`src/rtl/fp_add_pkg.sv`:
```
`default_nettype none
// ============================================================================
//  Module      : fp_add_pkg
//  Description : Shared constants and helpers for the pipelined sign-magnitude
//                floating-point adder/subtractor.
//  Revision    : 1.0 - initial release
// ============================================================================
package fp_add_pkg;

    // Operation select encoding
    localparam logic OP_ADD = 1'b0;
    localparam logic OP_SUB = 1'b1;

    // Ceiling log2, used to size the leading-zero count
    function automatic int clog2(input int n);
        int r;
        r = 0;
        for (int i = 0; i < 31; i++) begin
            if ((1 << i) < n) begin
                r = i + 1;
            end
        end
        return r;
    endfunction

endpackage
`default_nettype wire

```
`src/rtl/fp_add_pipe_if.sv`:
```
`default_nettype none
// ============================================================================
//  Module      : fp_add_pipe_if
//  Description : Operand-in / result-out valid-ready stream bundle for the
//                floating-point adder. The master issues operands and
//                consumes results; the slave is the adder.
//  Revision    : 1.0 - initial release
// ============================================================================
interface fp_add_pipe_if #(
    parameter int EXP_W  = 4,
    parameter int FRAC_W = 8
);
    // Operand side
    logic              in_valid;
    logic              in_ready;
    logic              op;
    logic              sign1;
    logic              sign2;
    logic [EXP_W-1:0]  exp1;
    logic [EXP_W-1:0]  exp2;
    logic [FRAC_W-1:0] frac1;
    logic [FRAC_W-1:0] frac2;

    // Result side
    logic              out_valid;
    logic              out_ready;
    logic              sign_out;
    logic [EXP_W-1:0]  exp_out;
    logic [FRAC_W-1:0] frac_out;
    logic              ovf;
    logic              unf;

    modport master (
        output in_valid, op, sign1, sign2, exp1, exp2, frac1, frac2, out_ready,
        input  in_ready, out_valid, sign_out, exp_out, frac_out, ovf, unf
    );

    modport slave (
        input  in_valid, op, sign1, sign2, exp1, exp2, frac1, frac2, out_ready,
        output in_ready, out_valid, sign_out, exp_out, frac_out, ovf, unf
    );

endinterface
`default_nettype wire

```
`src/rtl/fp_lzc.sv`:
```
`default_nettype none
// ============================================================================
//  Module      : fp_lzc
//  Description : Parametrised combinational leading-zero counter. Count is the
//                number of zero bits above the most significant one; zero is
//                set when no bit is set (count is then 0).
//  Revision    : 1.0 - initial release
// ============================================================================
module fp_lzc
    import fp_add_pkg::*;
#(
    parameter int W  = 8,
    parameter int CW = (clog2(W) < 1) ? 1 : clog2(W)
) (
    input  wire logic [W-1:0]  i_data,
    output logic      [CW-1:0] o_count,
    output logic               o_zero
);

    logic w_found;

    // Priority scan from the MSB; the first set bit fixes the count
    always_comb begin
        o_count = '0;
        w_found = 1'b0;
        for (int i = W - 1; i >= 0; i--) begin
            if (!w_found && i_data[i]) begin
                o_count = CW'(W - 1 - i);
                w_found = 1'b1;
            end
        end
    end

    assign o_zero = ~|i_data;

endmodule
`default_nettype wire

```
`src/rtl/fp_add_pipe.sv`:
```
`default_nettype none
// ============================================================================
//  Module      : fp_add_pipe
//  Description : Three-stage pipelined sign-magnitude floating-point adder /
//                subtractor. Value = (-1)^s * 0.frac * 2^exp, unbiased
//                exponent, explicit fraction MSB. Stage 1 swaps and aligns,
//                stage 2 adds or subtracts magnitudes, stage 3 normalises,
//                saturates on overflow and flushes underflow to zero.
//                A single advance enable stalls the whole pipe.
//  Revision    : 1.0 - initial release
// ============================================================================
module fp_add_pipe
    import fp_add_pkg::*;
#(
    parameter int EXP_W  = 4,
    parameter int FRAC_W = 8
) (
    input  wire logic     clk,
    input  wire logic     rst_n,
    fp_add_pipe_if.slave  bus
);

    localparam int LZ_W = (clog2(FRAC_W) < 1) ? 1 : clog2(FRAC_W);

    // Per-stage payloads, each carrying its own valid bit
    typedef struct packed {
        logic              valid;
        logic              sign;     // sign of the big operand
        logic              eff_sub;  // effective signs differ
        logic [EXP_W-1:0]  expb;
        logic [FRAC_W-1:0] fracb;
        logic [FRAC_W-1:0] fraca;    // small fraction after alignment
    } s1_t;

    typedef struct packed {
        logic              valid;
        logic              sign;
        logic [EXP_W-1:0]  expb;
        logic [FRAC_W:0]   sum;      // includes carry bit
    } s2_t;

    typedef struct packed {
        logic              valid;
        logic              sign;
        logic [EXP_W-1:0]  exp;
        logic [FRAC_W-1:0] frac;
        logic              ovf;
        logic              unf;
    } s3_t;

    s1_t r_s1;
    s2_t r_s2;
    s3_t r_s3;
    s1_t w_s1_d;
    s2_t w_s2_d;
    s3_t w_s3_d;

    logic              w_en;
    logic              w_sign2_eff;
    logic              w_op1_big;
    logic              w_signb;
    logic              w_signs;
    logic [EXP_W-1:0]  w_expb;
    logic [EXP_W-1:0]  w_exps;
    logic [FRAC_W-1:0] w_fracb;
    logic [FRAC_W-1:0] w_fracs;
    logic [EXP_W-1:0]  w_diff;
    logic [LZ_W-1:0]   w_lz;
    logic              w_lz_zero;

    // Whole pipe advances whenever the output slot is free or being drained;
    // empty earlier stages do not let new operands in while the output stalls
    assign w_en         = !r_s3.valid || bus.out_ready;
    assign bus.in_ready = w_en;

    // Stage 1: pick the larger-magnitude operand (operand 2 on a tie) and
    // align the smaller fraction, truncating shifted-out bits
    always_comb begin
        w_sign2_eff = bus.sign2 ^ (bus.op == OP_SUB);
        w_op1_big   = {bus.exp1, bus.frac1} > {bus.exp2, bus.frac2};
        if (w_op1_big) begin
            w_signb = bus.sign1;
            w_signs = w_sign2_eff;
            w_expb  = bus.exp1;
            w_exps  = bus.exp2;
            w_fracb = bus.frac1;
            w_fracs = bus.frac2;
        end else begin
            w_signb = w_sign2_eff;
            w_signs = bus.sign1;
            w_expb  = bus.exp2;
            w_exps  = bus.exp1;
            w_fracb = bus.frac2;
            w_fracs = bus.frac1;
        end
        w_diff         = w_expb - w_exps;
        w_s1_d         = '0;
        w_s1_d.valid   = bus.in_valid && w_en;
        w_s1_d.sign    = w_signb;
        w_s1_d.eff_sub = w_signb ^ w_signs;
        w_s1_d.expb    = w_expb;
        w_s1_d.fracb   = w_fracb;
        if (32'(w_diff) >= 32'(FRAC_W)) begin
            w_s1_d.fraca = '0;
        end else begin
            w_s1_d.fraca = w_fracs >> w_diff;
        end
    end

    // Stage 2: magnitude add or subtract; big >= small so no borrow out
    always_comb begin
        w_s2_d       = '0;
        w_s2_d.valid = r_s1.valid;
        w_s2_d.sign  = r_s1.sign;
        w_s2_d.expb  = r_s1.expb;
        if (r_s1.eff_sub) begin
            w_s2_d.sum = {1'b0, r_s1.fracb} - {1'b0, r_s1.fraca};
        end else begin
            w_s2_d.sum = {1'b0, r_s1.fracb} + {1'b0, r_s1.fraca};
        end
    end

    fp_lzc #(
        .W (FRAC_W)
    ) u_lzc (
        .i_data  (r_s2.sum[FRAC_W-1:0]),
        .o_count (w_lz),
        .o_zero  (w_lz_zero)
    );

    // Stage 3: normalise; carry, exact zero, underflow, then left-shift
    always_comb begin
        w_s3_d       = '0;
        w_s3_d.valid = r_s2.valid;
        if (r_s2.sum[FRAC_W]) begin
            w_s3_d.sign = r_s2.sign;
            if (&r_s2.expb) begin
                w_s3_d.exp  = '1;
                w_s3_d.frac = '1;
                w_s3_d.ovf  = 1'b1;
            end else begin
                w_s3_d.exp  = r_s2.expb + 1'b1;
                w_s3_d.frac = r_s2.sum[FRAC_W:1];
            end
        end else if (w_lz_zero) begin
            // Exact cancellation: positive zero, no flags
            w_s3_d.sign = 1'b0;
        end else if (32'(w_lz) > 32'(r_s2.expb)) begin
            // Normalising would need a negative exponent: flush to zero
            w_s3_d.unf = 1'b1;
        end else begin
            w_s3_d.sign = r_s2.sign;
            w_s3_d.exp  = r_s2.expb - EXP_W'(w_lz);
            w_s3_d.frac = r_s2.sum[FRAC_W-1:0] << w_lz;
        end
    end

    // Pipeline registers: shift together on enable, all cleared by reset
    always_ff @(posedge clk or negedge rst_n) begin
        if (!rst_n) begin
            r_s1 <= '0;
            r_s2 <= '0;
            r_s3 <= '0;
        end else if (w_en) begin
            r_s1 <= w_s1_d;
            r_s2 <= w_s2_d;
            r_s3 <= w_s3_d;
        end
    end

    assign bus.out_valid = r_s3.valid;
    assign bus.sign_out  = r_s3.sign;
    assign bus.exp_out   = r_s3.exp;
    assign bus.frac_out  = r_s3.frac;
    assign bus.ovf       = r_s3.ovf;
    assign bus.unf       = r_s3.unf;

endmodule
`default_nettype wire

```
`src/flat_wrapper.sv`:
```
// flat-port wrapper written by rule: the top's interface ports become plain ports
module fp_add_pipe_flat import fp_add_pkg::*;
#(
    parameter int EXP_W  = 4,
    parameter int FRAC_W = 8
)
  (clk, rst_n, bus_in_valid, bus_op, bus_sign1, bus_sign2, bus_exp1, bus_exp2, bus_frac1, bus_frac2, bus_out_ready, bus_in_ready, bus_out_valid, bus_sign_out, bus_exp_out, bus_frac_out, bus_ovf, bus_unf);
  fp_add_pipe_if #(.EXP_W(EXP_W), .FRAC_W(FRAC_W)) bus_i ();
  input  wire logic clk;
  input  wire logic rst_n;
  input wire logic [$bits(bus_i.in_valid)-1:0] bus_in_valid;
  input wire logic [$bits(bus_i.op)-1:0] bus_op;
  input wire logic [$bits(bus_i.sign1)-1:0] bus_sign1;
  input wire logic [$bits(bus_i.sign2)-1:0] bus_sign2;
  input wire logic [$bits(bus_i.exp1)-1:0] bus_exp1;
  input wire logic [$bits(bus_i.exp2)-1:0] bus_exp2;
  input wire logic [$bits(bus_i.frac1)-1:0] bus_frac1;
  input wire logic [$bits(bus_i.frac2)-1:0] bus_frac2;
  input wire logic [$bits(bus_i.out_ready)-1:0] bus_out_ready;
  output wire logic [$bits(bus_i.in_ready)-1:0] bus_in_ready;
  output wire logic [$bits(bus_i.out_valid)-1:0] bus_out_valid;
  output wire logic [$bits(bus_i.sign_out)-1:0] bus_sign_out;
  output wire logic [$bits(bus_i.exp_out)-1:0] bus_exp_out;
  output wire logic [$bits(bus_i.frac_out)-1:0] bus_frac_out;
  output wire logic [$bits(bus_i.ovf)-1:0] bus_ovf;
  output wire logic [$bits(bus_i.unf)-1:0] bus_unf;
  assign bus_i.in_valid = bus_in_valid;
  assign bus_i.op = bus_op;
  assign bus_i.sign1 = bus_sign1;
  assign bus_i.sign2 = bus_sign2;
  assign bus_i.exp1 = bus_exp1;
  assign bus_i.exp2 = bus_exp2;
  assign bus_i.frac1 = bus_frac1;
  assign bus_i.frac2 = bus_frac2;
  assign bus_i.out_ready = bus_out_ready;
  assign bus_in_ready = bus_i.in_ready;
  assign bus_out_valid = bus_i.out_valid;
  assign bus_sign_out = bus_i.sign_out;
  assign bus_exp_out = bus_i.exp_out;
  assign bus_frac_out = bus_i.frac_out;
  assign bus_ovf = bus_i.ovf;
  assign bus_unf = bus_i.unf;
  fp_add_pipe #(.EXP_W(EXP_W), .FRAC_W(FRAC_W)) u_core (.clk(clk), .rst_n(rst_n), .bus(bus_i));
endmodule
```
`config.mk`:
```
export PLATFORM = sky130hd
export DESIGN_NAME = fp_add_pipe_flat
export DESIGN_NICKNAME = d
export VERILOG_FILES = /design/src/rtl/fp_add_pkg.sv /design/src/rtl/fp_add_pipe_if.sv /design/src/rtl/fp_lzc.sv /design/src/rtl/fp_add_pipe.sv /design/src/flat_wrapper.sv
export SDC_FILE = /design/constraint.sdc
export NUM_CORES = 1
export LEC_CHECK = 0
export ABC_AREA = 1
export CORE_MARGIN = 5
export CORE_UTILIZATION = 58
export DETAILED_ROUTE_END_ITERATION = 10
export DONT_BUFFER_PORTS = 1
export PLACE_DENSITY = 0.76
export SYNTH_ARGS = -nofsm -noshare
export SYNTH_HDL_FRONTEND = slang
export SYNTH_SLANG_ARGS = --single-unit
```
`constraint.sdc`:
```
create_clock -name clk -period 2.4 [get_ports clk]
set_input_delay 0.24 -clock clk [delete_from_list [all_inputs] [get_ports clk]]
set_output_delay 0.24 -clock clk [all_outputs]
set_load 0.01 [all_outputs]
```
==> flow_summary_export.csv <==
group,metric,value,unit
synth,synthesis.area,3925,sq um
cells_and_area,area_growth,19.06,%
global_route,grt-ovfl-total,0,
synth,yosys.area.top_type_share,34.43,%
synth,synth_edf_count,0,
clock_tree,clk_latency,0.31,ns
cells_and_area,drive_above_1_share,19.77,%
detailed_routing,ant_nets,0,
sta,fin_ws,-0.09027,ns
synth,synth_nets,622,
cells_and_area,insertedDiodeCount,0,
sta,tightest_slew,0.5494,ns
detailed_routing,routed_wl,9890,um
critical_path,slowest_delay,0.40,ns
min_path,hold_path_class,"primary input to flop",
run,cap_violations,0,
pwr,power_frac_seq,27.6,%
placed_design,dp_hpwl,7245,um
clock_tree,cts-root-buf,"clkbuf_8",
floorplanning,row_count,30,
pwr,intPower,3.187,mW
pwr,power_switching,2.754,mW
critical_path,critical_path_peak_fanout,4,
global_route,grt_max_degree,55,
detailed_routing,drt_iter0_drc,205,
critical_path,crit_path_top_delay_cell,"dfrtp_1",
floorplanning,fp.dieH,92.27,um
detailed_routing,viasPerCell,5.569,
sta,setup_tns,-0.2914,ns
synth,ys_types,35,
synth,synth_seq_cells,54,
global_route,grt_pass1_vias,3659,
critical_path,path_class,"flop to flop",
synth,yosys_warnings,0,
clock_tree,clkSlewWorstSetupHoldPaths,0.10,ns
global_route,grt_first_pass_wirelength,15880,um
clock_tree,cts_made_buffers,5,
synth,synthFlopType,"dfrtp_1",
sta,hold_viol_final,0,
critical_path,end_kind,"flop",
critical_path,crit_chain,"nor2_2, nand3_2, buf_4, inv_1, nand2_1, nand3_1, inv_1, ha_1, inv_2, nor2_4, nor3_2, inv_1, o21ai_2, nor2_2, inv_2, a21oi_2, o21ai_1, nand3_1",
synth,ys_seq_area_share,34.43,%
sta,max_freq,401.6,MHz
placed_design,routabilityCongestion,0.8935,
global_route,track_usage,22.66,%
pwr,p_comb_share,61.7,%
sta,period_share,103.8,%
clock_tree,cts_tree,"yes",
synth,synthArstFlopShare,100.0,%
min_path,hold_depth,2,
synth,yosysTopAreaCell,"dfrtp_1",
synth,netlist_top_cells_area,"dfrtp_1 34%, nand2_1 15%, o21ai_0 8.4%",
floorplanning,io_pins,48,
pwr,clkPwrFrac,10.7,%
pwr,leakage,2.390,nW
run_status,outcome,"complete, but fails checks",
floorplanning,dieWidth,92.27,um
sta,slew_viol_final,0,
sta,rsz0062_at_grt,"yes",
run_status,violations,"setup timing",
detailed_routing,drcViolationCount,0,
clock_tree,cts.sink_count,54,
clock_tree,clk_path_buf_depth,2,
floorplanning,coreArea,6681,sq um
sta,relSlewSlack,63.15,%
pwr,sw_frac_of_total,46.35,%
global_route,antenna_found_initial,0,
detailed_routing,post_drt_wl_per_cell,14.50,um
detailed_routing,num_vias,3798,
pwr,power.density,1271,nW/um^2
critical_path,arrival,2.69,ns
clock_tree,htreeDepth,2,
synth,avgSynthCellArea,6.972,sq um
critical_path,reg2reg_depth,18,
sta,setup_violations,9,
critical_path,crit_required,2.60,ns
sta,clock_skew,0.004550,ns
placed_design,pre_cts_ws,-0.1527,ns
detailed_routing,drt_pass1_iterations,4,
sta,period_needed,2.490,ns
floorplanning,die-area,8513,sq um
placed_design,io_buffers,0,
synth,syn_inst,563,
critical_path,crit_path_start_kind,"flop",
critical_path,path_common_cell,"inv_1",
cells_and_area,nets,660,
floorplanning,initial_core_util,58.75,%
pwr,peakVddDrop,0.4629,mV
[worst max-delay path, delay by kind of cell (launching register included)]
family	cells	cell delay [ns]
flops	1	0.40
fa+ha+maj	1	0.31
buf+inv	6	0.63
simple gates	8	0.81
compound gates	3	0.23
[synth_stat cells, types with 2 or more instances]
library cell,number
xnor2_1,3
fa_1,2
o31ai_1,2
ha_1,26
nand2_1,159
xor2_1,8
nand2_2,10
a21oi_1,25
buf_2,2
o21ai_0,66
nor2_1,34
o21ai_1,4
nor3_1,4
buf_6,2
nand4_1,3
inv_1,75
o211ai_1,5
or2_2,3
nand3_2,3
a31oi_1,4
o22ai_1,3
nand3b_1,3
clkbuf_1,10
dfrtp_1,54
nand3_1,43
[repair_timing]
action,4_1_cts,5_1_grt
endpoints found under the setup margin,15,16
pin swaps,5,20
gates resized for setup,7,48
buffers inserted,3,5
endpoints found under the hold margin,54,0
hold buffers,2,0
[final timing paths]
path / from / to / slack [ns]
setup / recovery: u_core.r_s2[6]$_DFFE_PN0N_ / u_core.bus.frac_out[4]$_DFFE_PN0N_ / -0.09
hold / removal: bus_in_valid / u_core.r_s1[22]$_DFFE_PN0N_ / 0.05
setup reg to reg: u_core.r_s2[6]$_DFFE_PN0N_ / u_core.bus.frac_out[4]$_DFFE_PN0N_ / -0.09
hold reg to reg: u_core.r_s1[18]$_DFFE_PN0N_ / u_core.r_s2[11]$_DFFE_PN0N_ / 0.48
max in group asynchronous: rst_n / u_core.r_s1[3]$_DFFE_PN0N_ / 1.74
min in group asynchronous: rst_n / u_core.bus.frac_out[0]$_DFFE_PN0N_ / 0.43
[flip-flops by register name (all words and copies together) (netlist names)]
signal                flops
u_core.r_s1              23
u_core.r_s2              15
u_core.bus.frac_out       8
u_core.bus.exp_out        4
u_core.bus.out_valid      1
u_core.bus.ovf            1
u_core.bus.sign_out       1
u_core.bus.unf            1
[placed cells by master, fill, tap and decap left out, types with 2 or more instances in the layout]
cell	n
nand3_2	7
or2_2	3
nand4_1	3
ha_4	6
nor2_4	3
o21ai_1	14
o22ai_1	3
nand2_1	151
o31ai_1	2
inv_1	69
o211ai_1	5
nor2_2	4
nand2_2	17
buf_4	44
o21ai_0	55
xor2_1	8
nor3_1	2
a21oi_1	16
nand3b_1	3
dfrtp_1	54
fa_2	2
a21oi_2	8
nand2_4	2
inv_2	6
o21ai_2	2
inv_6	2
clkbuf_8	5
a31oi_1	4
nor2_1	27
xnor2_1	2
ha_1	20
nand3_1	38
[metrics by stage]
step | total power [mW] | cell area [sq um] | util, % | hold WS [ns] | cells
after floorplan | 3.633 | 3954 | - | -0.05559 | 563
after detailed placement | 4.548 | 4250 | 63.61 | -0.05407 | 664
after CTS | 5.291 | 4456 | 66.69 | 0.04231 | 677
final | 5.941 | 4673 | 69.94 | 0.04916 | 682
after global placement | 4.449 | 4250 | 63.61 | -0.05418 | 664
after global routing | 6.462 | 4673 | 69.94 | 0.04700 | 682
[power groups by stage]
stage | registers, mW | logic [mW] | clock network (mW)
3_5_place_dp | 1.62 | 2.93 | 0
4_1_cts | 1.61 | 3.03 | 0.650
5_1_grt | 1.69 | 4.08 | 0.687
6_report | 1.64 | 3.67 | 0.635
3_3_place_gp | 1.61 | 2.84 | 0
2_1_floorplan | 1.54 | 2.09 | 0
[per-layer routing]
| metal | part of all wire (%) | GRT usage [%] | vias to the layer above |
|---|---|---|---|
| li1 | - | - | 1912 |
| met1 | 41 | 26.16 | 1775 |
| met2 | 53 | 41.24 | 88 |
| met3 | 4.3 | 4.102 | 23 |
| met4 | 2.3 | 8.911 | 0 |
| met5 | 0 | 0 | - |
[cell families (layout without fill, tap and decap cells)]
| logic type | count (synthesis) | in the layout | synth area share, % |
|---|---|---|---|
| and+or+nand+nor | 263 | 263 | 28.63 |
| AOI/OAI and AO/OA | 115 | 115 | 15.84 |
| buffers and inverters | 92 | 131 | 9.340 |
| DFF | 54 | 54 | 34.43 |
| adders and majority gates | 28 | 28 | 9.308 |
| xor gates and xnor gates | 11 | 11 | 2.455 |
[cell type report]
type	instances	area (sq um)
clock buffer	5	68.82
clock inverter	3	47.55
fill	550	2008
inverter	77	291.5
multi-input combinational	417	2446
sequential	54	1351
tap	80	100.1
timing repair buffer	46	367.9
Note: power is estimated with default switching activity, not from simulation.
